==> config.mk <==
export PLATFORM = sky130hd
export DESIGN_NAME = uart_rx_core
export DESIGN_NICKNAME = d
export VERILOG_FILES = /design/src/rtl/uart_rx_core.sv
export SDC_FILE = /design/constraint.sdc
export NUM_CORES = 1
export LEC_CHECK = 0
export ABC_AREA = 1
export CAP_MARGIN = 40
export CORE_ASPECT_RATIO = 0.6
export CORE_MARGIN = 3
export CORE_UTILIZATION = 51
export DETAILED_ROUTE_END_ITERATION = 10
export PLACE_DENSITY = 0.83
export SLEW_MARGIN = 20
export SYNTH_ARGS = -nofsm -noshare
export SYNTH_HDL_FRONTEND = slang
export SYNTH_SLANG_ARGS = --single-unit
==> constraint.sdc <==
create_clock -name clk_25mhz -period 1.7 [get_ports clk_25mhz]
set_clock_uncertainty 0.15 [all_clocks]
set_input_delay 0.255 -clock clk_25mhz [delete_from_list [all_inputs] [get_ports clk_25mhz]]
set_output_delay 0.255 -clock clk_25mhz [all_outputs]
set_load 0.1 [all_outputs]
==> src/rtl/uart_rx_core.sv <==
// uart_rx_core: oversampled UART receiver with single-word holding register.
// One clock domain (clk_25mhz). The line is synchronized, a falling edge arms
// the receiver, and each bit is sampled once at its midpoint by a down-counter.
// Optional build macro: UART_RX_PARITY_EN adds an even-parity bit after the
// data bits and an extra parity_error output pulse.
`timescale 1ns/1ps

module uart_rx_core #(
   parameter int CLKS_PER_BIT = 217,
   parameter int DATA_BITS    = 8
) (
   input  logic                 clk_25mhz,
   input  logic                 reset,
   input  logic                 rx_data,
   input  logic                 rd_ack,
   output logic [DATA_BITS-1:0] data_out,
   output logic                 data_valid,
   output logic                 frame_error,
`ifdef UART_RX_PARITY_EN
   output logic                 parity_error,
`endif
   output logic                 overrun,
   output logic                 sample_tick,
   output logic                 busy
);

   localparam int CNT_W = $clog2(CLKS_PER_BIT);
   localparam int IDX_W = $clog2(DATA_BITS);

   // First sample lands mid start bit; later samples are a full bit apart.
   localparam logic [CNT_W-1:0] HALF_LOAD = CNT_W'(CLKS_PER_BIT / 2 - 1);
   localparam logic [CNT_W-1:0] BIT_LOAD  = CNT_W'(CLKS_PER_BIT - 1);
   localparam logic [IDX_W-1:0] LAST_IDX  = IDX_W'(DATA_BITS - 1);

`ifdef UART_RX_PARITY_EN
   typedef enum logic [2:0] {
      IDLE   = 3'd0,
      START  = 3'd1,
      DATA   = 3'd2,
      PARITY = 3'd3,
      STOP   = 3'd4
   } state_t;
`else
   typedef enum logic [2:0] {
      IDLE   = 3'd0,
      START  = 3'd1,
      DATA   = 3'd2,
      STOP   = 3'd4
   } state_t;
`endif

   state_t               state;
   logic [CNT_W-1:0]     cnt;
   logic [IDX_W-1:0]     idx;
   logic [DATA_BITS-1:0] shreg;
`ifdef UART_RX_PARITY_EN
   logic                 par_bit;
`endif

   logic sync1;
   logic rxs;
   logic rxs_d;
   logic fall;

`ifdef UART_RX_PARITY_EN
   // Even parity: data plus parity bit must carry an even number of ones.
   function automatic logic odd_weight(input logic [DATA_BITS-1:0] word,
                                       input logic pbit);
      return ^{word, pbit};
   endfunction
`endif

   // Two-flop synchronizer plus one delayed copy for edge detection; idle high.
   always_ff @(posedge clk_25mhz or posedge reset) begin
      if (reset) begin
         sync1 <= 1'b1;
         rxs   <= 1'b1;
         rxs_d <= 1'b1;
      end else begin
         sync1 <= rx_data;
         rxs   <= sync1;
         rxs_d <= rxs;
      end
   end

   // A held-low line never looks like a new edge, so no retrigger after a bad stop.
   assign fall = rxs_d & ~rxs;

   // Receive FSM with registered outputs and the consumer handshake.
   always_ff @(posedge clk_25mhz or posedge reset) begin
      if (reset) begin
         state        <= IDLE;
         cnt          <= '0;
         idx          <= '0;
         shreg        <= '0;
         data_out     <= '0;
         data_valid   <= 1'b0;
         frame_error  <= 1'b0;
         overrun      <= 1'b0;
         sample_tick  <= 1'b0;
         busy         <= 1'b0;
`ifdef UART_RX_PARITY_EN
         par_bit      <= 1'b0;
         parity_error <= 1'b0;
`endif
      end else begin
         sample_tick <= 1'b0;
         frame_error <= 1'b0;
`ifdef UART_RX_PARITY_EN
         parity_error <= 1'b0;
`endif
         // Ack consumes the held word; a good frame landing on the same edge
         // overrides data_valid below and sees the word as consumed.
         if (rd_ack && data_valid) begin
            data_valid <= 1'b0;
            overrun    <= 1'b0;
         end

         case (state)
            IDLE: begin
               if (fall) begin
                  state <= START;
                  cnt   <= HALF_LOAD;
                  busy  <= 1'b1;
               end
            end

            START: begin
               if (cnt == '0) begin
                  sample_tick <= 1'b1;
                  if (!rxs) begin
                     state <= DATA;
                     cnt   <= BIT_LOAD;
                     idx   <= '0;
                  end else begin
                     // Glitch: line was high again at mid start bit.
                     state <= IDLE;
                     busy  <= 1'b0;
                  end
               end else begin
                  cnt <= cnt - 1'b1;
               end
            end

            DATA: begin
               if (cnt == '0) begin
                  sample_tick <= 1'b1;
                  cnt         <= BIT_LOAD;
                  shreg       <= {rxs, shreg[DATA_BITS-1:1]};
                  if (idx == LAST_IDX) begin
`ifdef UART_RX_PARITY_EN
                     state <= PARITY;
`else
                     state <= STOP;
`endif
                  end else begin
                     idx <= idx + 1'b1;
                  end
               end else begin
                  cnt <= cnt - 1'b1;
               end
            end

`ifdef UART_RX_PARITY_EN
            PARITY: begin
               if (cnt == '0) begin
                  sample_tick <= 1'b1;
                  cnt         <= BIT_LOAD;
                  par_bit     <= rxs;
                  state       <= STOP;
               end else begin
                  cnt <= cnt - 1'b1;
               end
            end
`endif

            STOP: begin
               if (cnt == '0) begin
                  sample_tick <= 1'b1;
                  state       <= IDLE;
                  busy        <= 1'b0;
                  if (!rxs) begin
                     frame_error <= 1'b1;
                  end
`ifdef UART_RX_PARITY_EN
                  if (odd_weight(shreg, par_bit)) begin
                     parity_error <= 1'b1;
                  end
                  if (rxs && !odd_weight(shreg, par_bit)) begin
`else
                  if (rxs) begin
`endif
                     data_out   <= shreg;
                     data_valid <= 1'b1;
                     // Word lost only if the previous one is still unread.
                     overrun    <= data_valid & ~rd_ack;
                  end
               end else begin
                  cnt <= cnt - 1'b1;
               end
            end

            default: begin
               state <= IDLE;
               busy  <= 1'b0;
            end
         endcase
      end
   end

endmodule

==> flow_summary.json, run 1 <==
{
  "drc": 0,
  "area_growth_pct": 37.6,
  "die_y_um": 52.5,
  "cts_buffer_depth": 2,
  "synth.distinct_cells": 28,
  "power.leakage_uw": 0.00125,
  "maxCapViolations": 0,
  "required_ns": 1.73,
  "syn-num-nets": 222,
  "status": "finished clean",
  "core_um2": 3340,
  "final_nets": 260,
  "synth_flop_cell": "dfrtp_1",
  "synth_edf_count": 0,
  "layout_common_cells": "nand2_1, dfrtp_1, inv_1, buf_4, buf_12",
  "final-max-slew-violation-count": 0,
  "dp_slack_ns": -0.0272,
  "totalNegativeSetupSlack_ns": 0,
  "drive_above_1_share_pct": 29.1,
  "ys_ff_latch": 38,
  "internal_power_uw": 2210,
  "htree_levels": 2,
  "relSlewSlack_pct": 79.2,
  "end_kind": "register",
  "clock_latency_ns": 0.29,
  "cts_root_buf": "clkbuf_8",
  "synth_seq_area_share_pct": 52.0,
  "grt_usage_pct": 19.5,
  "gp_congestion": 0.916,
  "startpoint_type": "register",
  "drt_iter0_markers": 209,
  "worstMarginPinSlew_ns": 0.311,
  "setup_ws_ns": 0.0631,
  "p_sw_share_pct": 38.1,
  "rsz0062_at_grt": "yes",
  "critPathMaxFanout": 16,
  "ir_drop_v": 0.00105,
  "row_count": 16,
  "synth_area_um2": 1840,
  "numClockSinks": 38,
  "p_seq_share_pct": 32.2,
  "r2r_cells": 9,
  "n_antenna_cell": 0,
  "ctsHoldBuffers": 0,
  "setup_violations": 0,
  "grt_overflow_total": 0,
  "cts.clk_slew.worst_paths_ns": 0.08,
  "netlist_instances": 215,
  "final_common_cell": "nand2_1",
  "dr_wl_met2_um": 1960,
  "comb_power_share_pct": 41.4,
  "setup.worst_path.class": "register to register",
  "grt_max_degree": 39,
  "antenna_found_initial": 0,
  "topRoutingLayerUsed": "met4",
  "die_x_um": 83.5,
  "num_io_pins": 17,
  "routed-wl-met3_um": 368,
  "power.density_nw_per_um2": 1410,
  "m1WireLength_um": 1980,
  "power_frac_clock_pct": 26.4,
  "synth.avg_cell_area_um2": 8.54,
  "crit_start": "cnt[0]",
  "grt_pass1_wl_um": 6640,
  "viasPerCell": 5.29,
  "wl_per_cell_um": 14.5,
  "vias": 1583,
  "ant_nets": 0,
  "fp.dieArea_um2": 4380,
  "fin_crit_sh_pct": 96.3,
  "hold_violations": 0,
  "start_util_pct": 54.9,
  "r2r-start": "cnt[0]",
  "dr.pass1.iters": 5,
  "routed_wl_um": 4350,
  "switching_power_uw": 1360,
  "hp-class": "input pin to async pin",
  "io_buffer_count": 16,
  "synth-async-reset-ratio_pct": 100,
  "cp.arrival_ns": 1.67,
  "max_freq_mhz": 611,
  "ys_warn_count": 0,
  "cts_buffers": 5,
  "cts_tree": "built",
  "grt_pass1_vias": 1376,
  "dpl.hpwl_um": 2770,
  "min_period_ns": 1.64
}
-- per-layer routing --
layer,vias up,track usage [%]
li1,765,-
met1,738,29.0
met2,71,28.6
met3,9,5.02
met4,0,4.01
met5,-,0
-- power groups by stage --
stage | clock network, uW | registers, uW | logic [uW]
final | 941 | 1150 | 1480
after global routing | 992 | 1160 | 1620
after CTS | 950 | 1130 | 1280
after detailed placement | 0 | 1140 | 1230
after global placement | 0 | 1140 | 1230
after floorplan | 0 | 1220 | 754
-- sequential cells by signal, indices dropped and copies added (netlist names) --
signal / cells
rxs_d: 1
data_valid: 1
busy: 1
sync1: 1
shreg: 8
data_out: 8
cnt: 8
state: 3
idx: 3
frame_error: 1
overrun: 1
rxs: 1
sample_tick: 1
-- worst paths after layout --
kind | end | slack [ns]
max in group asynchronous | rxs_d | 0.97
worst min-delay path | data_out[2] | 0.18
worst max register to register | data_out[2] | 0.06
min in group clk_25mhz | rxs | 0.22
worst min register to register | rxs | 0.22
worst max-delay path | data_out[2] | 0.06
-- cells by family after synthesis --
kind of cell | after synthesis | share of synthesized area, %
adder cells (fa/ha/maj) | 3 | 2.05
AND/OR/NAND/NOR | 103 | 25.3
buffers and inverters | 31 | 6.82
XOR/XNOR | 2 | 0.955
AO/OA/AOI/OAI | 38 | 12.9
flip-flops | 38 | 52.0
-- synth_stat cells (all sizes together) (2+ instances only) --
cell type	count	area, um2
nand2	68	275
dfrtp	35	876
o21ai	30	176
inv	28	105
nor2	21	113
nand3	10	50.1
dfstp	3	78.8
ha	3	37.5
nand4	3	18.8
a21boi	2	15.0
buf	2	16.3
o21a	2	15.0
o21bai	2	15.0
-- final cells by class --
type                            instances  area (um2)
Fill cell                             218         818
Inverter                               29         114
Clock buffer                            6        82.6
Multi-Input combinational cell        147         835
Clock inverter                          2        60.1
Timing Repair Buffer                   32         423
Sequential cell                        38         955
Tap cell                               45        56.3
-- critical path, cell delays in order (launching register included) --
cell     delay (ns)
dfrtp_1        0.39
inv_2          0.10
ha_4           0.16
nand2_4        0.10
nor2_8         0.15
nand2_4        0.09
nor2_4         0.16
inv_6          0.09
nand2_1        0.08
o21ai_2        0.05
-- what timing repair did --
| action | in CTS | in global routing |
|---|---|---|
| pin swaps | 0 | 3 |
| setup endpoints to repair | 19 | 30 |
| endpoints found under the hold margin | 0 | 0 |
| gates cloned | 0 | 1 |
| gates resized for setup | 5 | 23 |
| buffers inserted | 0 | 3 |
-- per-stage QoR --
stage / power (uW) / cell area (um2) / cells / hold WS, ns / util [%]
after floorplan: 1970 / 1850 / 215 / 0.109 / -
after global placement: 2360 / 2290 / 287 / 0.201 / 68.5
after detailed placement: 2370 / 2290 / 287 / 0.203 / 68.5
after CTS: 3360 / 2440 / 295 / 0.196 / 73.0
after global routing: 3770 / 2520 / 299 / 0.203 / 75.5
final: 3570 / 2520 / 299 / 0.180 / 75.5
(Power assumes the default switching activity.)
==> run 2, diff against run 1 <==
--- a/config.mk
+++ b/config.mk
@@ -9,9 +9,10 @@
 export CAP_MARGIN = 40
 export CORE_ASPECT_RATIO = 0.6
 export CORE_MARGIN = 3
-export CORE_UTILIZATION = 51
+export CORE_UTILIZATION = 56
 export DETAILED_ROUTE_END_ITERATION = 10
-export PLACE_DENSITY = 0.83
+export GPL_TIMING_DRIVEN = 0
+export PLACE_DENSITY = 0.86
 export SLEW_MARGIN = 20
 export SYNTH_ARGS = -nofsm -noshare
 export SYNTH_HDL_FRONTEND = slang
==> constraint.sdc (replaced) <==
create_clock -name clk_25mhz -period 1.55 [get_ports clk_25mhz]
set_clock_uncertainty 0.15 [all_clocks]
set_input_delay 0.2325 -clock clk_25mhz [delete_from_list [all_inputs] [get_ports clk_25mhz]]
set_output_delay 0.2325 -clock clk_25mhz [all_outputs]
set_load 0.1 [all_outputs]
==> run 2 against run 1 <==
Effect of this change:
- the flow now stops in global routing (5_1_grt)
- synthesized cell count is the same
- synthesized area stayed put
==> flow_summary.json, run 2 <==
{
  "ctsHoldBuffers": 0,
  "ys_ff_latch": 38,
  "postGrtWorstEndpoint": "idx[0]$_DFFE_PP0P_/D",
  "synth_top_cell_area_share_pct": 47.7,
  "synth.area.top_cells": "dfrtp_1, nand2_1, inv_1, o21ai_0, dfstp_2",
  "synthMostInstantiatedCell": "nand2_1",
  "syn-num-nets": 222,
  "dpl.hpwl_um": 3170,
  "error": "[ERROR DPL-0038] Utilization greater than 100%, impossible to legalize",
  "ys_warn_count": 0,
  "endpoint_type": "register input",
  "io_buffer_count": 16,
  "synth_commonest_cells": "nand2_1, dfrtp_1, inv_1",
  "start_util_pct": 61.1,
  "gp_congestion": 0.911,
  "synth_edf_count": 0,
  "synth_flop_cell": "dfrtp_1",
  "cts_root_buf": "clkbuf_8",
  "cts_buffers": 5,
  "synth.avg_cell_area_um2": 8.54,
  "haltStage": "global routing (5_1_grt)",
  "synth-async-reset-ratio_pct": 100,
  "cts_buffer_depth": 2,
  "row_count": 15,
  "grt_max_degree": 39,
  "die_y_um": 50.3,
  "synth_area_um2": 1840,
  "synth.distinct_cells": 28,
  "dp_cells": 286,
  "die_x_um": 79.9,
  "status": "did not finish",
  "netlist_instances": 215,
  "num_io_pins": 17,
  "yosys.area.top_type": "dfrtp_1",
  "synth_seq_area_share_pct": 52.0,
  "numClockSinks": 38,
  "htree_levels": 2
}
run 2: cell counts after synthesis:
No cell type changed its count.
run 2: cells by family after synthesis:
| family | synth area share, % |
|---|---|
| flip-flops | 52.0 |
| XOR/XNOR | 0.955 |
| adder cells (fa/ha/maj) | 2.05 |
| AO/OA/AOI/OAI | 12.9 |
| AND/OR/NAND/NOR | 25.3 |
| buffers and inverters | 6.82 |
run 2: metrics by stage:
| stage | setup WS [ns] | setup TNS [ns] | util [%] | instance area [um2] | hold slack [ns] |
|---|---|---|---|---|---|
| floorplan | -0.0643 | -0.107 | - | 1850 | 0.0870 |
| CTS | -0.121 | -1.62 | 93.8 | 2820 | 0.192 |
| global placement | -0.466 | -24.14 | 68.6 | 2060 | 0.196 |
| detailed placement | -0.221 | -4.85 | 75.1 | 2260 | 0.208 |
run 2: repair_timing:
| action | 4_1_cts |
|---|---|
| resized for setup | 109 |
| cloned | 3 |
| setup endpoints to repair | 45 |
| buffers inserted | 21 |
| pin swaps | 18 |
==> run 3, diff against run 2 <==
--- a/config.mk
+++ b/config.mk
@@ -7,12 +7,11 @@
 export LEC_CHECK = 0
 export ABC_AREA = 1
 export CAP_MARGIN = 40
-export CORE_ASPECT_RATIO = 0.6
 export CORE_MARGIN = 3
-export CORE_UTILIZATION = 56
+export CORE_UTILIZATION = 40
 export DETAILED_ROUTE_END_ITERATION = 10
 export GPL_TIMING_DRIVEN = 0
-export PLACE_DENSITY = 0.86
+export PLACE_DENSITY_LB_ADDON = 0.15
 export SLEW_MARGIN = 20
 export SYNTH_ARGS = -nofsm -noshare
 export SYNTH_HDL_FRONTEND = slang
==> run 3 against run 2 <==
Effect of this change:
- the flow now finishes, with violations (negative setup slack)
==> flow_summary.json, run 3 (same netlist as run 1, synthesis figures left out) <==
{
  "fp.dieArea_um2": 5440,
  "wl_per_cell_um": 12.6,
  "startpoint_type": "register",
  "r2r-start": "cnt[7]",
  "final_common_cell": "nand2_1",
  "cts_root_buf": "clkbuf_8",
  "layout_common_cells": "nand2_1, dfrtp_1, inv_1, buf_4",
  "dp_slack_ns": -0.255,
  "dp_cells": 297,
  "multi_input_area_um2": 935,
  "max_stage_delay_ns": 0.43,
  "dr.pass1.iters": 4,
  "hp-class": "input pin to async pin",
  "grt_usage_pct": 16.8,
  "rsz0062_at_grt": "yes",
  "setup.worst_path.class": "register to register",
  "power.density_nw_per_um2": 1360,
  "io_buffer_count": 16,
  "gp_congestion": 0.786,
  "internal_power_uw": 2470,
  "final_nets": 281,
  "end_kind": "register",
  "reg_top3": "cnt (8), data_out (8), shreg (8)",
  "maxCapViolations": 0,
  "die_x_um": 73.7,
  "cts_buffers": 5,
  "rrSetupSlack_ns": -0.07,
  "min_period_ns": 1.62,
  "finalHoldWorstSlack_ns": 0.0429,
  "fin_crit_sh_pct": 105,
  "relSlewSlack_pct": 83.2,
  "worstSetupPathDepth": 9,
  "grt_max_degree": 29,
  "antenna_found_initial": 0,
  "nFillCells": 322,
  "clock_latency_ns": 0.28,
  "drt_iter0_markers": 84,
  "power_frac_clock_pct": 26.4,
  "slowest_stage": "dfrtp_1",
  "required_ns": 1.58,
  "reg2reg_to": "data_out[5]",
  "drc": 0,
  "violations": "negative setup slack",
  "worst-path-buf-inv": 2,
  "drive_above_1_share_pct": 41.5,
  "ant_nets": 0,
  "power_uw": 3920,
  "grt_pass1_vias": 1528,
  "core_um2": 4380,
  "ctsHoldBuffers": 0,
  "r2r_cells": 9,
  "die_y_um": 73.7,
  "cts_tree": "built",
  "start_util_pct": 41.9,
  "critPathMaxFanout": 5,
  "n_antenna_cell": 0,
  "row_count": 24,
  "p_sw_share_pct": 36.9,
  "cts_buffer_depth": 2,
  "switching_power_uw": 1450,
  "crit_start": "cnt[7]",
  "numClockSinks": 38,
  "htree_levels": 2,
  "crit_top_cell": "nand2_4",
  "num_io_pins": 17,
  "routed_wl_um": 4120,
  "comb_power_share_pct": 41.4,
  "cts.clk_slew.worst_paths_ns": 0.08,
  "final-max-slew-violation-count": 0,
  "stdcell_count": 327,
  "max_freq_mhz": 617,
  "status": "complete, but fails checks",
  "power.leakage_uw": 0.00145,
  "grt_pass1_wl_um": 7030,
  "setup_ws_ns": -0.0702,
  "regArea_um2": 956,
  "cp_cell_sequence": "nor2_2 > nand2_4 > nor2_8 > nand2_4 > nor2_4 > inv_4 > buf_12 > nand2_1 > o21ai_2",
  "area_growth_pct": 56.6,
  "grt_overflow_total": 0,
  "dpl.hpwl_um": 2600,
  "p_seq_share_pct": 32.2,
  "path_delay_family": "simple AND/OR/NAND/NOR gates",
  "viasPerCell": 4.77,
  "cp.arrival_ns": 1.65,
  "crit_path_end": "data_out[5]",
  "ir_drop_v": 0.000601,
  "setup_violations": 12,
  "vias": 1559,
  "worstMarginPinSlew_ns": 0.252,
  "hold_violations": 0
}
-- run 3: power by group through the flow --
stage	clock, uW	sequential [uW]	combinational, uW
after floorplan	0	1340	831
after global placement	0	1270	1140
after detailed placement	0	1270	1190
after CTS	1050	1240	1490
after global routing	1100	1270	1790
final	1030	1260	1620
-- run 3: area by class of cell --
type                            instances  area share (%)
Sequential cell                        38            33.2
Clock inverter                          2            2.09
Timing Repair Buffer                   52            22.1
Tap cell                               52            2.26
Inverter                               29            4.05
Clock buffer                            6            2.87
Multi-Input combinational cell        146            32.5
Buffer                                  2           0.914
-- run 3: repair_timing --
action / 4_1_cts / 5_1_grt
gates resized for setup: 70 / 32
setup endpoints to repair: 45 / 35
pin swaps: 9 / 9
buffers inserted: 20 / 5
gates cloned: 2 / 0
-- run 3: how the worst min path moves through the flow --
stage                     endpoint  slack (ns)  cells past startpoint
after CTS                   cnt[4]        0.06                      2
after global placement         rxs        0.20                      0
final                       cnt[0]        0.04                      2
after global routing        cnt[3]        0.06                      2
after floorplan              sync1        0.09                      0
after detailed placement       rxs        0.20                      0
-- run 3: routing by layer --
metal	GRT usage [%]	routed length, um	vias to the layer above
met3	4.79	111	6
met5	0	0	-
met2	26.3	2040	23
met4	4.23	54	0
li1	-	-	811
met1	22.8	1920	719
-- run 3: per-stage QoR --
step                TNS, ns  utilization, %  area [um2]
global placement     -28.68            47.3        2070
finish               -0.558            65.6        2880
CTS                   -1.00            62.8        2750
global route          -2.94            65.6        2880
detailed placement    -4.31            52.2        2290
floorplan            -0.107               -        1850
==> run 4, diff against run 3 <==
--- a/config.mk
+++ b/config.mk
@@ -11,7 +11,9 @@
 export CORE_UTILIZATION = 40
 export DETAILED_ROUTE_END_ITERATION = 10
 export GPL_TIMING_DRIVEN = 0
+export MAX_ROUTING_LAYER = met4
 export PLACE_DENSITY_LB_ADDON = 0.15
+export SKIP_LAST_GASP = 1
 export SLEW_MARGIN = 20
 export SYNTH_ARGS = -nofsm -noshare
 export SYNTH_HDL_FRONTEND = slang
==> run 4 against run 3 <==
Effect of this change:
- the flow still finishes with violations (negative setup slack)
- register-to-register slack about the same
- via count increased by 0.19%
- clock power about the same
- first-iteration DRC count increased by 9.5%
- design area decreased by 1.3%
- worst hold slack got worse by 0.0026 ns
- maximum frequency decreased by 0.46%
- global-route usage increased by 0.46 points
- critical endpoint is now data_out[7]
==> flow_summary.json, run 4 (same netlist as run 1, synthesis figures left out) <==
{
  "vias": 1562,
  "worst-path-buf-inv": 2,
  "setup_violations": 13,
  "cts.clk_slew.worst_paths_ns": 0.08,
  "multi_input_area_um2": 912,
  "max_stage_delay_ns": 0.42,
  "drt_iter0_markers": 92,
  "cts_buffer_depth": 2,
  "numClockSinks": 38,
  "violations": "negative setup slack",
  "required_ns": 1.58,
  "reg_top3": "cnt (8), data_out (8), shreg (8)",
  "maxCapViolations": 0,
  "start_util_pct": 41.9,
  "power.leakage_uw": 0.00144,
  "htree_levels": 2,
  "power.density_nw_per_um2": 1380,
  "die_y_um": 73.7,
  "die_x_um": 73.7,
  "ir_drop_v": 0.000602,
  "grt_max_degree": 29,
  "dpl.hpwl_um": 2600,
  "layout_common_cells": "nand2_1, dfrtp_1, inv_1, buf_4",
  "cts_tree": "built",
  "min_period_ns": 1.63,
  "status": "complete, but fails checks",
  "fin_crit_sh_pct": 105,
  "relSlewSlack_pct": 83.1,
  "dr.pass1.iters": 4,
  "cts_root_buf": "clkbuf_8",
  "clock_latency_ns": 0.29,
  "startpoint_type": "register",
  "io_buffer_count": 16,
  "hold_violations": 0,
  "comb_power_share_pct": 41.0,
  "drc": 0,
  "path_delay_family": "simple AND/OR/NAND/NOR gates",
  "grt_pass1_wl_um": 7050,
  "n_antenna_cell": 0,
  "viasPerCell": 4.81,
  "hp-class": "input pin to async pin",
  "regArea_um2": 955,
  "fin_area_um2": 2840,
  "drive_above_1_share_pct": 39.2,
  "grt_pass1_vias": 1532,
  "cp_cell_sequence": "nor2_4 > nand2_4 > nor2_8 > nand2_4 > nor2_4 > inv_4 > buf_8 > nand2_1 > o21ai_2",
  "critPathMaxFanout": 5,
  "ant_nets": 0,
  "gp_congestion": 0.797,
  "max_freq_mhz": 614,
  "cp.arrival_ns": 1.66,
  "end_kind": "register",
  "final_common_cell": "nand2_1",
  "worstMarginPinSlew_ns": 0.253,
  "final_util_pct": 64.7,
  "slowest_stage": "dfrtp_1",
  "area_growth_pct": 54.5,
  "setup_ws_ns": -0.0777,
  "fp.dieArea_um2": 5440,
  "num_io_pins": 17,
  "wl_per_cell_um": 12.7,
  "grt_overflow_total": 0,
  "antenna_found_initial": 0,
  "power_frac_clock_pct": 26.7,
  "p_sw_share_pct": 37.1,
  "final_nets": 279,
  "setup.worst_path.class": "register to register",
  "rsz0062_at_grt": "yes",
  "internal_power_uw": 2460,
  "cts_buffers": 5,
  "routed_wl_um": 4140,
  "grt_usage_pct": 17.2,
  "core_um2": 4380,
  "switching_power_uw": 1450,
  "row_count": 24,
  "p_seq_share_pct": 32.3,
  "dpl-instance-area_um2": 2290,
  "nFillCells": 330,
  "final-max-slew-violation-count": 0
}
## run 4: changes by cell type in the layout (fill, tap and decap cells not counted), sizes merged
cell / previous run / this run
buf: 43 / 41
## run 4: what timing repair did
item,in CTS,in global routing
pin swaps,8,7
hold buffers,0,0
cloned,2,0
setup endpoints to repair,45,33
resized for setup,63,31
buffers inserted,20,3
## run 4: final cells by class
| cell class | count | area share [%] |
|---|---|---|
| plain buffers | 2 | 0.926 |
| clock buffers | 6 | 2.91 |
| clock inverters | 2 | 2.12 |
| inverters | 29 | 4.10 |
| multi-input cells | 146 | 32.2 |
| flip-flops and latches | 38 | 33.7 |
| well taps | 52 | 2.29 |
| repair buffers | 50 | 21.8 |
## run 4: worst paths after layout
| check | start | endpoint | slack (ns) | cells past startpoint |
|---|---|---|---|---|
| setup reg to reg | cnt[4] | data_out[7] | -0.08 | 9 |
| hold reg to reg | sync1 | rxs | 0.21 | 0 |
| max in group asynchronous | reset | rxs_d | 0.70 | 3 |
| min in group clk_25mhz | rx_data | sync1 | 0.20 | 1 |
| hold / removal | reset | cnt[0] | 0.04 | 2 |
| setup / recovery | cnt[4] | data_out[7] | -0.08 | 9 |
## run 4: stage by stage
| step | hold WS, ns | power [uW] | setup slack, ns | TNS, ns | instances |
|---|---|---|---|---|---|
| 6_report | 0.0402 | 3910 | -0.0777 | -0.584 | 325 |
| 5_1_grt | 0.0617 | 4140 | -0.159 | -2.75 | 325 |
| 4_1_cts | 0.0577 | 3770 | -0.115 | -1.34 | 322 |
| 3_5_place_dp | 0.197 | 2460 | -0.255 | -4.31 | 297 |
| 3_3_place_gp | 0.196 | 2410 | -0.571 | -28.68 | 283 |
| 2_1_floorplan | 0.0870 | 2170 | -0.0643 | -0.107 | 215 |
## run 4: power groups by stage
| stage | registers [uW] | logic, uW | clock network, uW |
|---|---|---|---|
| after global placement | 1270 | 1140 | 0 |
| after detailed placement | 1270 | 1190 | 0 |
| after global routing | 1270 | 1770 | 1100 |
| final | 1260 | 1600 | 1040 |
| after floorplan | 1340 | 831 | 0 |
| after CTS | 1240 | 1480 | 1050 |
## run 4: routing by layer
| metal | global-route usage, % | wire [um] | vias up |
|---|---|---|---|
| met4 | 4.23 | 61 | 0 |
| met5 | - | 0 | - |
| met1 | 22.7 | 1920 | 720 |
| met2 | 26.4 | 2010 | 30 |
| li1 | - | - | 803 |
| met3 | 4.79 | 145 | 9 |
